===== src/rtl/foc_sched_pkg.sv =====
// Shared types and constants for the FOC control-loop scheduler.
//   sched_state_t : scheduler FSM states
//   COEF_*        : coefficient indices within one axis bank
//   widths        : coefficient index, period counter and overrun counter widths
package foc_sched_pkg;

    typedef enum logic [2:0] {
        ST_IDLE  = 3'd0,
        ST_LOAD  = 3'd1,
        ST_ARM   = 3'd2,
        ST_RUN   = 3'd3,
        ST_FAULT = 3'd4
    } sched_state_t;

    localparam int unsigned COEF_P     = 0;
    localparam int unsigned COEF_I     = 1;
    localparam int unsigned COEF_D     = 2;
    localparam int unsigned N_COEF_MAX = 4;

    localparam int unsigned IDX_W      = 2;
    localparam int unsigned PERIOD_W   = 16;
    localparam int unsigned OVR_W      = 8;

endpackage


===== src/rtl/foc_loop_scheduler_if.sv =====
// Scheduler <-> FOC core link: start/completion handshake, frozen samples
// and the core's PID coefficient write ports.
//   master : scheduler side (drives valid, samples, coefficient writes)
//   slave  : core side (drives ready)
interface foc_loop_scheduler_if #(
    parameter int unsigned D_WIDTH = 19
);
    logic                      valid;
    logic                      ready;
    logic signed [D_WIDTH-1:0] currA_in;
    logic signed [D_WIDTH-1:0] currB_in;
    logic signed [D_WIDTH-1:0] currC_in;
    logic signed [D_WIDTH-1:0] angle_in;
    logic                      pid_d_wen;
    logic                      pid_q_wen;
    logic        [D_WIDTH-1:0] pid_d_addr;
    logic        [D_WIDTH-1:0] pid_q_addr;
    logic signed [D_WIDTH-1:0] pid_d_data;
    logic signed [D_WIDTH-1:0] pid_q_data;

    modport master (
        output valid, currA_in, currB_in, currC_in, angle_in,
        output pid_d_wen, pid_q_wen, pid_d_addr, pid_q_addr, pid_d_data, pid_q_data,
        input  ready
    );

    modport slave (
        input  valid, currA_in, currB_in, currC_in, angle_in,
        input  pid_d_wen, pid_q_wen, pid_d_addr, pid_q_addr, pid_d_data, pid_q_data,
        output ready
    );
endinterface


===== src/rtl/foc_coef_bank.sv =====
// Shadow PID coefficient bank: N_COEF entries per axis (d, q).
//   clk, rstb        : clock, async active-low reset (bank clears to 0)
//   wen/axis/wr_*    : single write port; indices >= N_COEF are dropped
//   rd_addr          : read index; rd_d_c/rd_q_c return both axes combinationally
module foc_coef_bank
    import foc_sched_pkg::*;
#(
    parameter int unsigned D_WIDTH = 19,
    parameter int unsigned N_COEF  = 3
) (
    input  logic                      clk,
    input  logic                      rstb,
    input  logic                      wen,
    input  logic                      axis,
    input  logic        [IDX_W-1:0]   wr_addr,
    input  logic signed [D_WIDTH-1:0] wr_data,
    input  logic        [IDX_W-1:0]   rd_addr,
    output logic signed [D_WIDTH-1:0] rd_d_c,
    output logic signed [D_WIDTH-1:0] rd_q_c
);
    logic signed [D_WIDTH-1:0] bank_d [N_COEF];
    logic signed [D_WIDTH-1:0] bank_q [N_COEF];

    // Write port: only matching in-range indices update.
    always_ff @(posedge clk or negedge rstb) begin
        if (!rstb) begin
            for (int i = 0; i < N_COEF; i++) begin
                bank_d[i] <= '0;
                bank_q[i] <= '0;
            end
        end else if (wen) begin
            for (int i = 0; i < N_COEF; i++) begin
                if (wr_addr == IDX_W'(i)) begin
                    if (axis) bank_q[i] <= wr_data;
                    else      bank_d[i] <= wr_data;
                end
            end
        end
    end

    // Read port: both axes at one index, 0 when out of range.
    always_comb begin
        rd_d_c = '0;
        rd_q_c = '0;
        for (int i = 0; i < N_COEF; i++) begin
            if (rd_addr == IDX_W'(i)) begin
                rd_d_c = bank_d[i];
                rd_q_c = bank_q[i];
            end
        end
    end

endmodule


===== src/rtl/foc_loop_scheduler.sv =====
// FOC control-loop scheduler: uploads shadow PID coefficients to the core,
// fires one start per control tick with frozen samples, supervises completion
// with a timeout and counts dropped ticks.
//   clk, rstb            : clock, async active-low reset
//   enable, loop_period  : run control; period in cycles (0 = no ticks)
//   cfg_*                : shadow coefficient writes and upload request
//   curr*_s, angle_s     : live samples
//   core (master)        : start/ready handshake, frozen samples, coefficient ports
//   busy, fault          : LOAD/RUN indicator, sticky timeout fault
//   fault_clr            : leaves FAULT
//   overrun_cnt          : saturating dropped-tick count
module foc_loop_scheduler
    import foc_sched_pkg::*;
#(
    parameter int unsigned D_WIDTH = 19,
    parameter int unsigned Q_BITS  = 15,
    parameter int unsigned N_COEF  = 3,
    parameter int unsigned TIMEOUT = 255
) (
    input  logic                      clk,
    input  logic                      rstb,
    input  logic                      enable,
    input  logic [PERIOD_W-1:0]       loop_period,
    input  logic                      cfg_wen,
    input  logic                      cfg_axis,
    input  logic [IDX_W-1:0]          cfg_addr,
    input  logic signed [D_WIDTH-1:0] cfg_data,
    input  logic                      cfg_commit,
    input  logic signed [D_WIDTH-1:0] currA_s,
    input  logic signed [D_WIDTH-1:0] currB_s,
    input  logic signed [D_WIDTH-1:0] currC_s,
    input  logic signed [D_WIDTH-1:0] angle_s,
    foc_loop_scheduler_if.master      core,
    output logic                      busy,
    output logic                      fault,
    input  logic                      fault_clr,
    output logic [OVR_W-1:0]          overrun_cnt
);
    localparam int unsigned TO_W = (TIMEOUT > 1) ? $clog2(TIMEOUT + 1) : 1;
    localparam logic [IDX_W-1:0] LAST_IDX = IDX_W'(N_COEF - 1);

    if (Q_BITS >= D_WIDTH || N_COEF == 0 || N_COEF > N_COEF_MAX) begin : g_param_check
        $error("foc_loop_scheduler: unsupported parameter set");
    end

    sched_state_t              state, state_d;
    logic [IDX_W-1:0]          idx, idx_d;
    logic [TO_W-1:0]           to_cnt, to_cnt_d;
    logic [PERIOD_W-1:0]       per_cnt, per_cnt_d;
    logic                      commit_pend, pend_d;
    logic                      tick_c;
    logic [OVR_W-1:0]          ovr_d;
    logic                      valid_d, wen_d, busy_d, fault_d;
    logic [D_WIDTH-1:0]        addr_d;
    logic signed [D_WIDTH-1:0] data_d_d, data_q_d;
    logic signed [D_WIDTH-1:0] a_d, b_d, c_d, ang_d;
    logic signed [D_WIDTH-1:0] rd_d_c, rd_q_c;

    // Shadow bank; host writes are dropped while an upload is in flight.
    foc_coef_bank #(
        .D_WIDTH (D_WIDTH),
        .N_COEF  (N_COEF)
    ) u_bank (
        .clk     (clk),
        .rstb    (rstb),
        .wen     (cfg_wen && (state != ST_LOAD)),
        .axis    (cfg_axis),
        .wr_addr (cfg_addr),
        .wr_data (cfg_data),
        .rd_addr (idx_d),
        .rd_d_c  (rd_d_c),
        .rd_q_c  (rd_q_c)
    );

    // Period counter: wraps at loop_period-1, held at 0 when disabled or period is 0.
    always_comb begin
        per_cnt_d = '0;
        tick_c    = 1'b0;
        if (enable && (loop_period != '0)) begin
            tick_c = (per_cnt == loop_period - 16'd1);
            if (per_cnt < loop_period - 16'd1) per_cnt_d = per_cnt + 16'd1;
        end
    end

    // Next state and next registered outputs.
    always_comb begin
        state_d  = state;
        idx_d    = '0;
        to_cnt_d = '0;
        pend_d   = commit_pend;
        ovr_d    = overrun_cnt;
        valid_d  = 1'b0;
        wen_d    = 1'b0;
        busy_d   = 1'b0;
        fault_d  = 1'b0;
        addr_d   = '0;
        a_d      = core.currA_in;
        b_d      = core.currB_in;
        c_d      = core.currC_in;
        ang_d    = core.angle_in;

        case (state)
            ST_IDLE: begin
                if (enable) state_d = ST_LOAD;
            end
            ST_LOAD: begin
                if (idx == LAST_IDX) state_d = ST_ARM;
            end
            ST_ARM: begin
                // A pending upload takes priority over the tick.
                if (!enable) begin
                    state_d = ST_IDLE;
                end else if (commit_pend) begin
                    state_d = ST_LOAD;
                end else if (tick_c) begin
                    state_d = ST_RUN;
                    valid_d = 1'b1;
                    a_d     = currA_s;
                    b_d     = currB_s;
                    c_d     = currC_s;
                    ang_d   = angle_s;
                end
            end
            ST_RUN: begin
                // Completion wins over a simultaneous timeout.
                if (core.ready) begin
                    state_d = commit_pend ? ST_LOAD : ST_ARM;
                end else if (to_cnt == TO_W'(TIMEOUT)) begin
                    state_d = ST_FAULT;
                end
            end
            ST_FAULT: begin
                if (fault_clr) state_d = ST_IDLE;
            end
            default: state_d = ST_IDLE;
        endcase

        if (state == ST_LOAD && state_d == ST_LOAD) idx_d = idx + 1'b1;
        if (state == ST_RUN && state_d == ST_RUN) to_cnt_d = to_cnt + 1'b1;

        if (state == ST_LOAD) begin
            if (state_d != ST_LOAD) pend_d = 1'b0;
        end else if (cfg_commit) begin
            pend_d = 1'b1;
        end

        // Any tick that does not launch a cycle is a dropped tick.
        if (tick_c && !valid_d && (overrun_cnt != '1)) ovr_d = overrun_cnt + 1'b1;

        wen_d   = (state_d == ST_LOAD);
        busy_d  = (state_d == ST_LOAD) || (state_d == ST_RUN);
        fault_d = (state_d == ST_FAULT);
        if (wen_d) addr_d = D_WIDTH'(idx_d);
    end

    // Coefficient data follows the bank read at the upcoming LOAD index.
    always_comb begin
        data_d_d = '0;
        data_q_d = '0;
        if (wen_d) begin
            data_d_d = rd_d_c;
            data_q_d = rd_q_c;
        end
    end

    // State register.
    always_ff @(posedge clk or negedge rstb) begin
        if (!rstb) state <= ST_IDLE;
        else       state <= state_d;
    end

    // Counters and registered outputs.
    always_ff @(posedge clk or negedge rstb) begin
        if (!rstb) begin
            idx             <= '0;
            to_cnt          <= '0;
            per_cnt         <= '0;
            commit_pend     <= 1'b0;
            overrun_cnt     <= '0;
            busy            <= 1'b0;
            fault           <= 1'b0;
            core.valid      <= 1'b0;
            core.currA_in   <= '0;
            core.currB_in   <= '0;
            core.currC_in   <= '0;
            core.angle_in   <= '0;
            core.pid_d_wen  <= 1'b0;
            core.pid_q_wen  <= 1'b0;
            core.pid_d_addr <= '0;
            core.pid_q_addr <= '0;
            core.pid_d_data <= '0;
            core.pid_q_data <= '0;
        end else begin
            idx             <= idx_d;
            to_cnt          <= to_cnt_d;
            per_cnt         <= per_cnt_d;
            commit_pend     <= pend_d;
            overrun_cnt     <= ovr_d;
            busy            <= busy_d;
            fault           <= fault_d;
            core.valid      <= valid_d;
            core.currA_in   <= a_d;
            core.currB_in   <= b_d;
            core.currC_in   <= c_d;
            core.angle_in   <= ang_d;
            core.pid_d_wen  <= wen_d;
            core.pid_q_wen  <= wen_d;
            core.pid_d_addr <= addr_d;
            core.pid_q_addr <= addr_d;
            core.pid_d_data <= data_d_d;
            core.pid_q_data <= data_q_d;
        end
    end

endmodule

===== src/flat_wrapper.sv =====
// flat-port wrapper written by rule: the top's interface ports become plain ports
module foc_loop_scheduler_flat import foc_sched_pkg::*;
#(
    parameter int unsigned D_WIDTH = 19,
    parameter int unsigned Q_BITS  = 15,
    parameter int unsigned N_COEF  = 3,
    parameter int unsigned TIMEOUT = 255
)
  (clk, rstb, enable, loop_period, cfg_wen, cfg_axis, cfg_addr, cfg_data, cfg_commit, currA_s, currB_s, currC_s, angle_s, busy, fault, fault_clr, overrun_cnt, core_valid, core_currA_in, core_currB_in, core_currC_in, core_angle_in, core_pid_d_wen, core_pid_q_wen, core_pid_d_addr, core_pid_q_addr, core_pid_d_data, core_pid_q_data, core_ready);
  foc_loop_scheduler_if #(.D_WIDTH(D_WIDTH)) core_i ();
  input  logic clk;
  input  logic rstb;
  input  logic enable;
  input  logic [PERIOD_W-1:0] loop_period;
  input  logic cfg_wen;
  input  logic cfg_axis;
  input  logic [IDX_W-1:0] cfg_addr;
  input  logic signed [D_WIDTH-1:0] cfg_data;
  input  logic cfg_commit;
  input  logic signed [D_WIDTH-1:0] currA_s;
  input  logic signed [D_WIDTH-1:0] currB_s;
  input  logic signed [D_WIDTH-1:0] currC_s;
  input  logic signed [D_WIDTH-1:0] angle_s;
  output logic busy;
  output logic fault;
  input  logic fault_clr;
  output logic [OVR_W-1:0] overrun_cnt;
  output wire logic [$bits(core_i.valid)-1:0] core_valid;
  output wire logic [$bits(core_i.currA_in)-1:0] core_currA_in;
  output wire logic [$bits(core_i.currB_in)-1:0] core_currB_in;
  output wire logic [$bits(core_i.currC_in)-1:0] core_currC_in;
  output wire logic [$bits(core_i.angle_in)-1:0] core_angle_in;
  output wire logic [$bits(core_i.pid_d_wen)-1:0] core_pid_d_wen;
  output wire logic [$bits(core_i.pid_q_wen)-1:0] core_pid_q_wen;
  output wire logic [$bits(core_i.pid_d_addr)-1:0] core_pid_d_addr;
  output wire logic [$bits(core_i.pid_q_addr)-1:0] core_pid_q_addr;
  output wire logic [$bits(core_i.pid_d_data)-1:0] core_pid_d_data;
  output wire logic [$bits(core_i.pid_q_data)-1:0] core_pid_q_data;
  input wire logic [$bits(core_i.ready)-1:0] core_ready;
  assign core_valid = core_i.valid;
  assign core_currA_in = core_i.currA_in;
  assign core_currB_in = core_i.currB_in;
  assign core_currC_in = core_i.currC_in;
  assign core_angle_in = core_i.angle_in;
  assign core_pid_d_wen = core_i.pid_d_wen;
  assign core_pid_q_wen = core_i.pid_q_wen;
  assign core_pid_d_addr = core_i.pid_d_addr;
  assign core_pid_q_addr = core_i.pid_q_addr;
  assign core_pid_d_data = core_i.pid_d_data;
  assign core_pid_q_data = core_i.pid_q_data;
  assign core_i.ready = core_ready;
  foc_loop_scheduler #(.D_WIDTH(D_WIDTH), .Q_BITS(Q_BITS), .N_COEF(N_COEF), .TIMEOUT(TIMEOUT)) u_core (.clk(clk), .rstb(rstb), .enable(enable), .loop_period(loop_period), .cfg_wen(cfg_wen), .cfg_axis(cfg_axis), .cfg_addr(cfg_addr), .cfg_data(cfg_data), .cfg_commit(cfg_commit), .currA_s(currA_s), .currB_s(currB_s), .currC_s(currC_s), .angle_s(angle_s), .core(core_i), .busy(busy), .fault(fault), .fault_clr(fault_clr), .overrun_cnt(overrun_cnt));
endmodule

===== config.mk =====
export PLATFORM = sky130hd
export DESIGN_NAME = foc_loop_scheduler_flat
export DESIGN_NICKNAME = d
export VERILOG_FILES = /design/src/rtl/foc_sched_pkg.sv /design/src/rtl/foc_loop_scheduler_if.sv /design/src/rtl/foc_coef_bank.sv /design/src/rtl/foc_loop_scheduler.sv /design/src/flat_wrapper.sv
export SDC_FILE = /design/constraint.sdc
export NUM_CORES = 1
export LEC_CHECK = 0
export ABC_AREA = 1
export ABC_CLOCK_PERIOD_IN_PS = 2100
export BUFFER_PORTS_ARGS = -buffer_cell sky130_fd_sc_hd__buf_2
export CAP_MARGIN = 20
export CORE_ASPECT_RATIO = 0.7
export CORE_MARGIN = 2
export CORE_UTILIZATION = 40
export DETAILED_ROUTE_END_ITERATION = 7
export GPL_TIMING_DRIVEN = 0
export HOLD_SLACK_MARGIN = 0.12
export PLACE_DENSITY = 0.61
export SETUP_SLACK_MARGIN = 0.1
export SYNTH_ARGS = -nofsm -noshare
export SYNTH_HDL_FRONTEND = slang
export SYNTH_HIERARCHICAL = 1
export SYNTH_SLANG_ARGS = --single-unit

===== constraint.sdc =====
create_clock -name clk -period 2.1 [get_ports clk]
set_input_delay 0.105 -clock clk [delete_from_list [all_inputs] [get_ports clk]]
set_output_delay 0.105 -clock clk [all_outputs]
set_load 0.1 [all_outputs]

=== Yosys cells after proc, flatten, opt, wreduce, memory -nomap -nowiden ===
Cells that the tools add are included.

* Bitwise gates (word level): 2
* $add $sub $neg: 5
* Mux-type cells: 31
* Order comparisons: 1
* Eq/ne operators: 18
* Reductions and logical operators: 21

{| class="wikitable"
|+ Operators with widths
! cell !! count
|-
| 19-bit 2-to-1 mux || 8
|-
| 16-bit 2-to-1 mux || 2
|-
| 3-bit 2-to-1 mux || 8
|-
| 3-bit AND reduction || 6
|-
| 16-bit by 1-bit adder with 16-bit output, second input constant || 1
|-
| 8-bit by 1-bit adder with 8-bit output, second input constant || 2
|-
| 16-bit equality test || 1
|-
| 16-bit less-than comparator || 1
|-
| 16-bit nonzero test || 1
|-
| 16-bit by 1-bit subtractor with 16-bit output, second input constant || 1
|-
| 3-bit one-hot mux with 5 select lines || 1
|-
| 3-bit by 2-bit equality test with 1-bit output, second input constant || 3
|-
| 8-bit equality test, second input constant || 1
|-
| 1-bit 2-to-1 mux || 8
|-
| 8-bit 2-to-1 mux || 1
|-
| 8-bit inequality test, second input constant || 1
|-
| 2-bit equality test, second input constant || 3
|-
| 3-bit by 1-bit equality test with 1-bit output, second input constant || 2
|-
| 3-bit equality test, second input constant || 2
|-
| 1-bit logical AND || 6
|-
| 2-bit 2-to-1 mux || 3
|-
| 3-bit by 1-bit inequality test with 1-bit output, second input constant || 2
|-
| 2-bit by 1-bit equality test with 1-bit output, second input constant || 2
|-
| 2-bit logical NOT || 2
|-
| other kinds (9) || 10
|}

* Output and inout bits: 165
* Bits in registers: 272
* Input bits: 121
* Word-level logic and storage cells: 101

=== Depth between registers and ports, before layout ===
Gate-level depths: netlist (run 1).

* Depth in word-level cells: 15
* Gate-level depth with buffers: 19
* Depth with buffers taken out: 17

=== Cells and area by module ===
Netlist (run 1), hierarchy kept.

{| class="wikitable"
|+ Modules (own cells, without submodules)
! module !! cells an instance !! instances !! area each (µm²)
|-
| foc_loop_scheduler || 846 || 1 || 7362.1
|-
| foc_coef_bank || 669 || 1 || 5197.5
|}

=== Least setup slack after synthesis (run 1) ===
Ideal clock, no wire load.

* Kind: input-to-reg
* From: input loop_period[0]
* To: register u_core.core.angle_in[0]
* Cell stages on the path: 17
* Arrival: 2491 ps
* Library setup time: 120 ps
* Required time: 1980 ps
* Setup slack: -511 ps
* Cell sequence: inv_1 -> nand2_1 -> nor4_1 -> nand3_1 -> xor2_1 -> ha_1 -> nand2_1 -> nor2_1 -> nand2_1 -> nor2_1 -> inv_1 -> nor2_2 -> nand2_2 -> buf_4 -> buf_2 -> nand2_1 -> nand2_1

* Longest elaborated chain between the ends: 4
* Elaborated cells on any way between the ends: 6
* Those cells by class: 1 x add/sub; 1 x eq/ne; 1 x mux; 3 x reduce/logical

{| class="wikitable"
|+ Ends and longest elaborated chain
! element !! RTL line !! RTL
|-
| start: declaration || flat_wrapper.sv:14 || <nowiki>input logic [PERIOD_W-1:0] loop_period;</nowiki>
|-
| 16-bit by 1-bit subtractor with 16-bit output / 16-bit nonzero test (equally long branches) || foc_loop_scheduler.sv:80, foc_loop_scheduler.sv:79 ||
|-
| 16-bit equality test / 1-bit logical AND (equally long branches) || foc_loop_scheduler.sv:80, foc_loop_scheduler.sv:79 ||
|-
| 1-bit 2-to-1 mux * || foc_loop_scheduler.sv:79 || <nowiki>if (enable && (loop_period != '0)) begin</nowiki>
|-
| 4-bit AND reduction (no source line) * || n/a ||
|-
| end signal: assignment || foc_loop_scheduler.sv:205 || <nowiki>core.angle_in <= ang_d;</nowiki>
|-
| end: declaration || foc_loop_scheduler_if.sv:22 || <nowiki>output valid, currA_in, currB_in, currC_in, angle_in,</nowiki>
|}

Every way passes the cells marked *; elsewhere a longest branch is shown, timed or not.
A chain may end at the register's enable or synchronous reset.

=== Final worst setup path (run 1) ===
* From: input loop_period[1]
* To: register u_core.core.pid_d_data[17]

* Longest elaborated chain between the ends: 15
* Elaborated cells on any way between the ends: 19
* Those cells by class: 1 x add/sub; 4 x eq/ne; 10 x mux; 4 x reduce/logical

{| class="wikitable"
|+ Ends and longest elaborated chain
! element !! RTL line !! RTL
|-
| 16-bit by 1-bit subtractor with 16-bit output / 16-bit nonzero test (equally long branches) || foc_loop_scheduler.sv:80, foc_loop_scheduler.sv:79 ||
|-
| 16-bit equality test / 1-bit logical AND (equally long branches) || foc_loop_scheduler.sv:80, foc_loop_scheduler.sv:79 ||
|-
| 1-bit 2-to-1 mux * || foc_loop_scheduler.sv:79 ||
|-
| 3-bit 2-to-1 mux * || foc_loop_scheduler.sv:115 || <nowiki>end else if (tick_c) begin</nowiki>
|-
| 3-bit 2-to-1 mux * || foc_loop_scheduler.sv:113 || <nowiki>end else if (commit_pend) begin</nowiki>
|-
| 3-bit 2-to-1 mux * || foc_loop_scheduler.sv:111 || <nowiki>if (!enable) begin</nowiki>
|-
| 3-bit one-hot mux with 5 select lines * || foc_loop_scheduler.sv:102 || <nowiki>case (state)</nowiki>
|-
| via u_core.state_d[0] || foc_loop_scheduler.sv:46 || <nowiki>sched_state_t state, state_d;</nowiki>
|-
| 3-bit by 1-bit equality test with 1-bit output * || foc_loop_scheduler.sv:138, foc_loop_scheduler.sv:150 ||
|-
| 1-bit logical AND || foc_loop_scheduler.sv:138 || <nowiki>if (state == ST_LOAD && state_d == ST_LOAD) idx_d = idx + 1'b1;</nowiki>
|-
| 2-bit 2-to-1 mux || foc_loop_scheduler.sv:138 ||
|-
| 2-bit logical NOT || foc_coef_bank.sv:46 || <nowiki>if (rd_addr == IDX_W'(i)) begin</nowiki>
|-
| 19-bit 2-to-1 mux (3 in series) || foc_coef_bank.sv:46 ||
|-
| 19-bit 2-to-1 mux * || foc_loop_scheduler.sv:160 || <nowiki>if (wen_d) begin</nowiki>
|-
| via u_core.data_d_d[17] || foc_loop_scheduler.sv:55 || <nowiki>logic signed [D_WIDTH-1:0] data_d_d, data_q_d;</nowiki>
|-
| end signal: assignment || foc_loop_scheduler.sv:210 || <nowiki>core.pid_d_data <= data_d_d;</nowiki>
|-
| end: declaration || foc_loop_scheduler_if.sv:23 || <nowiki>output pid_d_wen, pid_q_wen, pid_d_addr, pid_q_addr, pid_d_data, pid_q_data,</nowiki>
|}

The timed path passes the listed nets; every way through them passes the cells marked *.

==> reports/qor.yml, run 1 <==
sta:
  fin_skew_ns: 0.0240
  rsz0062_at_grt: "yes"
  max_slew_margin: 0.586
  finalCritPeriodShare: 0.994
  fin_ws_ns: 0.0131
  finalSetupViolCount: 0
  worst_pin_slew_ns: 0.622
  fin_crit_ns: 2.09
  hold_viol_final: 0
  drv_slew: 0
  fmax_mhz: 479
power:
  p_per_area_mw_per_mm2: 1250
  intPower_mw: 13.3
  p_clk_frac: 0.240
  ir_drop_mv: 0.947
  pwr-share-seq: 0.327
  power_frac_comb: 0.432
  switchingPower_mw: 9.07
  power.total_mw: 22.3
  switching_share: 0.406
  p_leak_nw: 9.82
synthesis:
  netlist_area_mm2: 0.0126
  synth-edff-count: 0
  ys_warn_count: 6
  synth_top_area_share: 0.542
  ys_top_cells_by_count: "nand2_1, dfrtp_1, nand3_1"
  synth_flop_cell: "dfrtp_1"
  yosysTopAreaCell: "dfrtp_1"
  synthArstFlopShare: 1.00
  yosysMostFrequentCell: "nand2_1"
  ys_ff_latch: 272
  yosysUniqueCellTypes: 37
  ys_seq_area_frac: 0.542
  synth_area_leaders: "dfrtp_1, nand2_1, nand3_1"
  synth_cells: 1515
  syn_area_per_cell_um2: 8.29
floorplanning:
  fp.dieW_um: 216
  dieArea_mm2: 0.0329
  rows: 54
  initial_core_util: 0.405
  fp.dieH_um: 152
  io_pins: 286
  coreArea_mm2: 0.0310
detailed_routing:
  antenna_left: 0
  first_iter_violations: 883
  dr.pass1.iters: 5
  finalWirelength_mm: 37.3
  vias: 11400
  viasPerCell: 4.68
  drc_errors: 0
  avgRoutedWirePerCell_um: 15.3
clocking:
  cts_sinks: 272
  clk_pin_slew_ns: 0.06
  cts_tree: "built"
  root_buffer: "clkbuf_16"
  numCtsBuffers: 29
  cts_buffer_depth: 3
  clock_latency_ns: 0.57
  htreeDepth: 1
worst_setup_path:
  critPathMaxFanout: 6
  timing.rr.start: "u_core/per_cnt[3]$_DFF_PN0_"
  crit_arrival_ns: 2.58
  cp-start-kind: "primary input"
  required_ns: 2.60
  r2r_slack_ns: 0.04
  end_kind: "flop"
  startpoint: "loop_period[1]"
  crit_type: "primary input to flop"
global_route:
  antenna_found_initial: 0
  grt.total_usage: 0.220
  grt_pass1_vias: 11100
  overflow: 0
  grt_pass1_wl_mm: 58.6
  grt_max_degree: 117
min_path:
  min_from: "cfg_wen"
  hold_class: "primary input to flop"
layout:
  nFillCells: 2781
  area_delta_synth_final_pct: 42.1
  final_util: 0.575
  layout.nets: 2140
  antenna_cells: 0
  drive_gt1_frac: 0.281
place:
  hpwl_mm: 24.1
  gp_congestion: 0.862
  post-place-ws_ns: -0.868
  io_buffers: 251
status:
  status: "complete, no violations"
flow_run:
  drv_cap: 0
[state kept, by name, indices dropped and copies added, names as in the netlist, 8 cells and up]
name and flops:
u_core/u_bank/bank_d 57, u_core/u_bank/bank_q 57, u_core/core.angle_in 19, u_core/core.currA_in 19, u_core/core.currB_in 19, u_core/core.currC_in 19, u_core/core.pid_d_data 19, u_core/core.pid_q_data 19
u_core/per_cnt 16, u_core/overrun_cnt 8, u_core/to_cnt 8
[layer usage]
metal	track usage	part of all wire	vias to the layer above	wire, µm
li1	-	-	5595	-
met1	0.307	0.45	5383	16700
met2	0.354	0.46	390	17100
met3	0.0385	0.068	63	2530
met4	0.0598	0.024	0	891
met5	0	0	-	0
[power by group through the flow]
| stage | clock network, mW | registers, mW | logic [mW] |
|---|---|---|---|
| 2_1_floorplan | 0 | 8.84 | 4.13 |
| 3_3_place_gp | 0 | 7.36 | 7.28 |
| 3_5_place_dp | 0 | 7.38 | 7.38 |
| 4_1_cts | 5.52 | 7.31 | 7.69 |
| 5_1_grt | 5.75 | 7.47 | 10.5 |
| 6_report | 5.37 | 7.31 | 9.66 |
[critical path: stages]
cell       delay, ns
buf_8           0.10
nor2_4          0.11
nand2_4         0.08
nor4_4          0.30
nand3_1         0.13
xor2_1          0.17
ha_1            0.30
nand2_1         0.07
nor2_2          0.11
nand2_2         0.11
nor2_4          0.13
nand3_2         0.09
nand2_2         0.08
nand2_2         0.07
nand2_4         0.10
nand2_8         0.09
buf_12          0.17
clkbuf_16       0.17
nor2_4          0.07
[cells in the final DEF (no fill, tap or decap), types with 11 or more instances in the layout]
| cell type | count |
|---|---|
| dfrtp_1 | 262 |
| conb_1 | 34 |
| nor2_1 | 57 |
| nand2_2 | 26 |
| nand2_1 | 643 |
| inv_1 | 83 |
| buf_2 | 259 |
| xor2_1 | 25 |
| clkbuf_16 | 34 |
| nor3_1 | 11 |
| nand3_1 | 162 |
| clkbuf_8 | 12 |
| nor2_4 | 36 |
| buf_6 | 20 |
| buf_4 | 91 |
| xnor2_1 | 14 |
| dlygate4sd3_1 | 108 |
| nor2_2 | 17 |
| ha_1 | 21 |
[repair_timing]
action / in CTS / in global routing
endpoints found under the hold margin: 361 / 0
setup endpoints to repair: 141 / 219
gates cloned: 1 / 7
hold buffers: 108 / 0
pin swaps: 14 / 18
buffers inserted: 24 / 26
resized for setup: 48 / 124
[final timing paths]
kind | to | depth (start not counted)
setup / recovery | u_core/core.pid_d_data[17]$_DFF_PN0_ | 19
hold / removal | u_core/u_bank/bank_q[20]$_DFFE_PN0P_ | 7
setup reg to reg | u_core/core.pid_d_data[17]$_DFF_PN0_ | 13
hold reg to reg | u_core/to_cnt[0]$_DFF_PN0_ | 1
max in group asynchronous | u_core/core.pid_q_data[15]$_DFF_PN0_ | 4
min in group asynchronous | u_core/per_cnt[11]$_DFF_PN0_ | 3
[cell type report]
cell class	instances	area, µm²	share of cell area
Clock buffer	45	886	0.0496
Clock inverter	9	126	0.00708
Multi-Input combinational cell	1087	5280	0.296
Buffer	97	841	0.0471
Inverter	92	353	0.0198
Sequential cell	272	6820	0.382
Tap cell	420	526	0.0294
Timing Repair Buffer	418	3020	0.169
[cell families (layout without fill, tap and decap cells)]
| group | count (synthesis) | count (layout) | synth area share |
|---|---|---|---|
| AO/OA/AOI/OAI | 20 | 20 | 0.0104 |
| XOR/XNOR | 39 | 39 | 0.0272 |
| other | 1 | 34 | 0.000299 |
| buffers and inverters | 189 | 661 | 0.0780 |
| AND/OR/NAND/NOR | 972 | 972 | 0.320 |
| adder cells (fa/ha/maj) | 22 | 22 | 0.0219 |
| flip-flops | 272 | 272 | 0.542 |
[stage by stage]
stage	TNS [ns]	area, µm²	hold slack, ns	instances
final	0	17800	0.202	2440
after global routing	-2.63	17800	0.227	2440
after CTS	0	17100	0.183	2408
after detailed placement	-96.60	14700	0.113	2221
after global placement	-1246.82	14600	0.302	2219
after floorplan	-17.01	12800	-0.191	1548
No activity file was read; power rests on OpenSTA's default activity.
==> run 2: changes to the inputs <==
--- a/config.mk
+++ b/config.mk
@@ -12,11 +12,11 @@
 export CORE_ASPECT_RATIO = 0.7
 export CORE_MARGIN = 2
 export CORE_UTILIZATION = 40
+export CTS_BUF_LIST = sky130_fd_sc_hd__clkbuf_4 sky130_fd_sc_hd__clkbuf_8 sky130_fd_sc_hd__clkbuf_16
 export DETAILED_ROUTE_END_ITERATION = 7
 export GPL_TIMING_DRIVEN = 0
 export HOLD_SLACK_MARGIN = 0.12
 export PLACE_DENSITY = 0.61
-export SETUP_SLACK_MARGIN = 0.1
 export SYNTH_ARGS = -nofsm -noshare
 export SYNTH_HDL_FRONTEND = slang
 export SYNTH_HIERARCHICAL = 1
==> run 2 against run 1 <==
Compared with the run above: the flow now finishes with violations (setup timing); register-to-register slack worse by 0.08 ns; non-clock buffer count is 15 lower; setup slack worse by 0.12 ns; wire length is 3.7% higher; combinational power is 11% lower; maximum frequency is 5.6% lower; sequential cell count stayed put; final cell count is 0.70% lower.
==> reports/qor.yml, run 2 (synthesis results as in run 1) <==
place:
  place_area_mm2: 0.0147
  hpwl_mm: 24.6
  post-place-ws_ns: -0.860
  gp_congestion: 0.894
  io_buffers: 251
clocking:
  htreeDepth: 1
  cts_tree: "built"
  clk_pin_slew_ns: 0.06
  root_buffer: "clkbuf_16"
  cts_sinks: 272
  clock_latency_ns: 0.55
  cts_buffer_depth: 3
  numCtsBuffers: 28
sta:
  finalCritPeriodShare: 1.05
  hold_slack_ns: 0.181
  finalSetupViolCount: 80
  fin_crit_ns: 2.21
  worst_pin_slew_ns: 0.629
  rsz0062_at_grt: "yes"
  drv_slew: 0
  fmax_mhz: 453
  max_slew_margin: 0.581
  fin_ws_ns: -0.110
  hold_viol_final: 0
  fin_skew_ns: 0.0131
worst_setup_path:
  crit_slowest_cell: "ha_1"
  required_ns: 2.57
  cp-start-kind: "primary input"
  cpMostUsedCell: "nor2_4"
  critPathMaxFanout: 7
  critPathTopFamily: "simple AND/OR/NAND/NOR gates"
  path_cells: "buf_8, nor2_4, nand3_4, nor4_4, nand3_1, xor2_1, ha_1, nand2_2, nor2_4, nand2_2, nor2_4, inv_2, nor2_4, nand2_8, clkinv_8, buf_12, buf_12, nand2_1, nand2_1"
  cpPeakStageDelay_ns: 0.32
  crit_arrival_ns: 2.68
  path_buf_inv: 5
  end_kind: "flop"
  crit_type: "primary input to flop"
layout:
  nFillCells: 2664
  seqCellArea_mm2: 0.00681
  reg_top3: "u_core/u_bank/bank_d (57), u_core/u_bank/bank_q (57)"
  layout_commonest_cell: "nand2_1"
  area_delta_synth_final_pct: 44.7
  mostFrequentLayoutCells: "nand2_1, dfrtp_1, buf_2"
  final_util: 0.586
  multi_input_area_mm2: 0.00555
  fin_area_mm2: 0.0182
  layout.nets: 2125
  drive_gt1_frac: 0.306
  antenna_cells: 0
power:
  power_frac_comb: 0.399
  pwr-share-seq: 0.342
  p_clk_frac: 0.259
  switchingPower_mw: 8.63
  intPower_mw: 12.9
  ir_drop_mv: 0.816
  p_leak_nw: 9.96
  p_per_area_mw_per_mm2: 1180
  switching_share: 0.402
floorplanning:
  coreArea_mm2: 0.0310
  fp.dieW_um: 216
  dieArea_mm2: 0.0329
  rows: 54
  fp.dieH_um: 152
  initial_core_util: 0.405
  io_pins: 286
detailed_routing:
  avgRoutedWirePerCell_um: 15.9
  first_iter_violations: 905
  vias: 11600
  antenna_left: 0
  dr.pass1.iters: 5
  viasPerCell: 4.78
  finalWirelength_mm: 38.6
  drc_errors: 0
global_route:
  grt_pass1_wl_mm: 58.1
  grt_max_degree: 114
  overflow: 0
  grt_pass1_vias: 10900
  antenna_found_initial: 0
  grt.total_usage: 0.218
status:
  violations: "setup timing"
  status: "finished, violations left"
min_path:
  hold_class: "primary input to flop"
flow_run:
  drv_cap: 0
run 2: worst paths after layout:
kind                                             startpoint                                    to  slack, ns  depth (start not counted)
worst min register to register   u_core/to_cnt[0]$_DFF_PN0_            u_core/to_cnt[0]$_DFF_PN0_       0.46                          1
worst max-delay path                         loop_period[6]  u_core/core.angle_in[12]$_DFFE_PN0P_      -0.11                         19
worst min-delay path                                cfg_wen  u_core/u_bank/bank_q[20]$_DFFE_PN0P_       0.18                          7
min in group asynchronous                              rstb   u_core/core.pid_d_data[1]$_DFF_PN0_       0.62                          3
worst max register to register  u_core/per_cnt[6]$_DFF_PN0_  u_core/core.angle_in[12]$_DFFE_PN0P_      -0.04                         13
max in group asynchronous                              rstb          u_core/per_cnt[13]$_DFF_PN0_       0.30                          5
run 2: repair_timing:
item                                   4_1_cts  5_1_grt
setup endpoints to repair                  112      287
gates cloned                                 0       14
pin swaps                                    4       57
hold buffers                               112        0
buffers inserted                             8       23
endpoints found under the hold margin      361        0
gates resized for setup                     25      233
run 2: area by class of cell:
class                      instances  area share
timing repair buffer             409       0.170
inverter                          92      0.0197
clock buffer                      43      0.0485
buffer                            91      0.0432
tap                              420      0.0289
clock inverter                     8     0.00923
sequential                       272       0.375
multi-input combinational       1088       0.306
run 2: worst register-to-register path, stage by stage (launching register included):
cell and delay [ns]:
dfrtp_1 0.45, ha_1 0.31, nand2_1 0.10, nor2_1 0.12
nand2_1 0.10, nor2_4 0.12, inv_2 0.05, nor2_4 0.16
nand2_8 0.11, clkinv_8 0.10, buf_12 0.13, buf_12 0.14
nand2_1 0.09, nand2_1 0.09
run 2: through the flow:
stage / TNS, ns / std cells / power (mW)
final: -2.80 / 2423 / 21.5
after global placement: -1254.63 / 2219 / 14.7
after floorplan: -17.02 / 1548 / 13.0
after global routing: -12.45 / 2423 / 22.7
after detailed placement: -95.16 / 2221 / 14.8
after CTS: 0 / 2392 / 20.7
run 2: layer usage:
| metal | routed length [µm] | global-route usage | vias to the layer above | share of wire |
|---|---|---|---|---|
| met3 | 2570 | 0.0397 | 68 | 0.067 |
| met2 | 18000 | 0.354 | 435 | 0.47 |
| met4 | 970 | 0.0542 | 0 | 0.025 |
| met1 | 17100 | 0.303 | 5485 | 0.44 |
| li1 | - | - | 5583 | - |
| met5 | 0 | 0 | - | 0 |
run 2: power groups by stage:
stage | registers (mW) | clock network (mW) | logic (mW)
floorplan | 8.84 | 0 | 4.13
global route | 7.50 | 5.94 | 9.28
detailed placement | 7.39 | 0 | 7.42
finish | 7.34 | 5.57 | 8.58
CTS | 7.32 | 5.70 | 7.71
global placement | 7.36 | 0 | 7.32
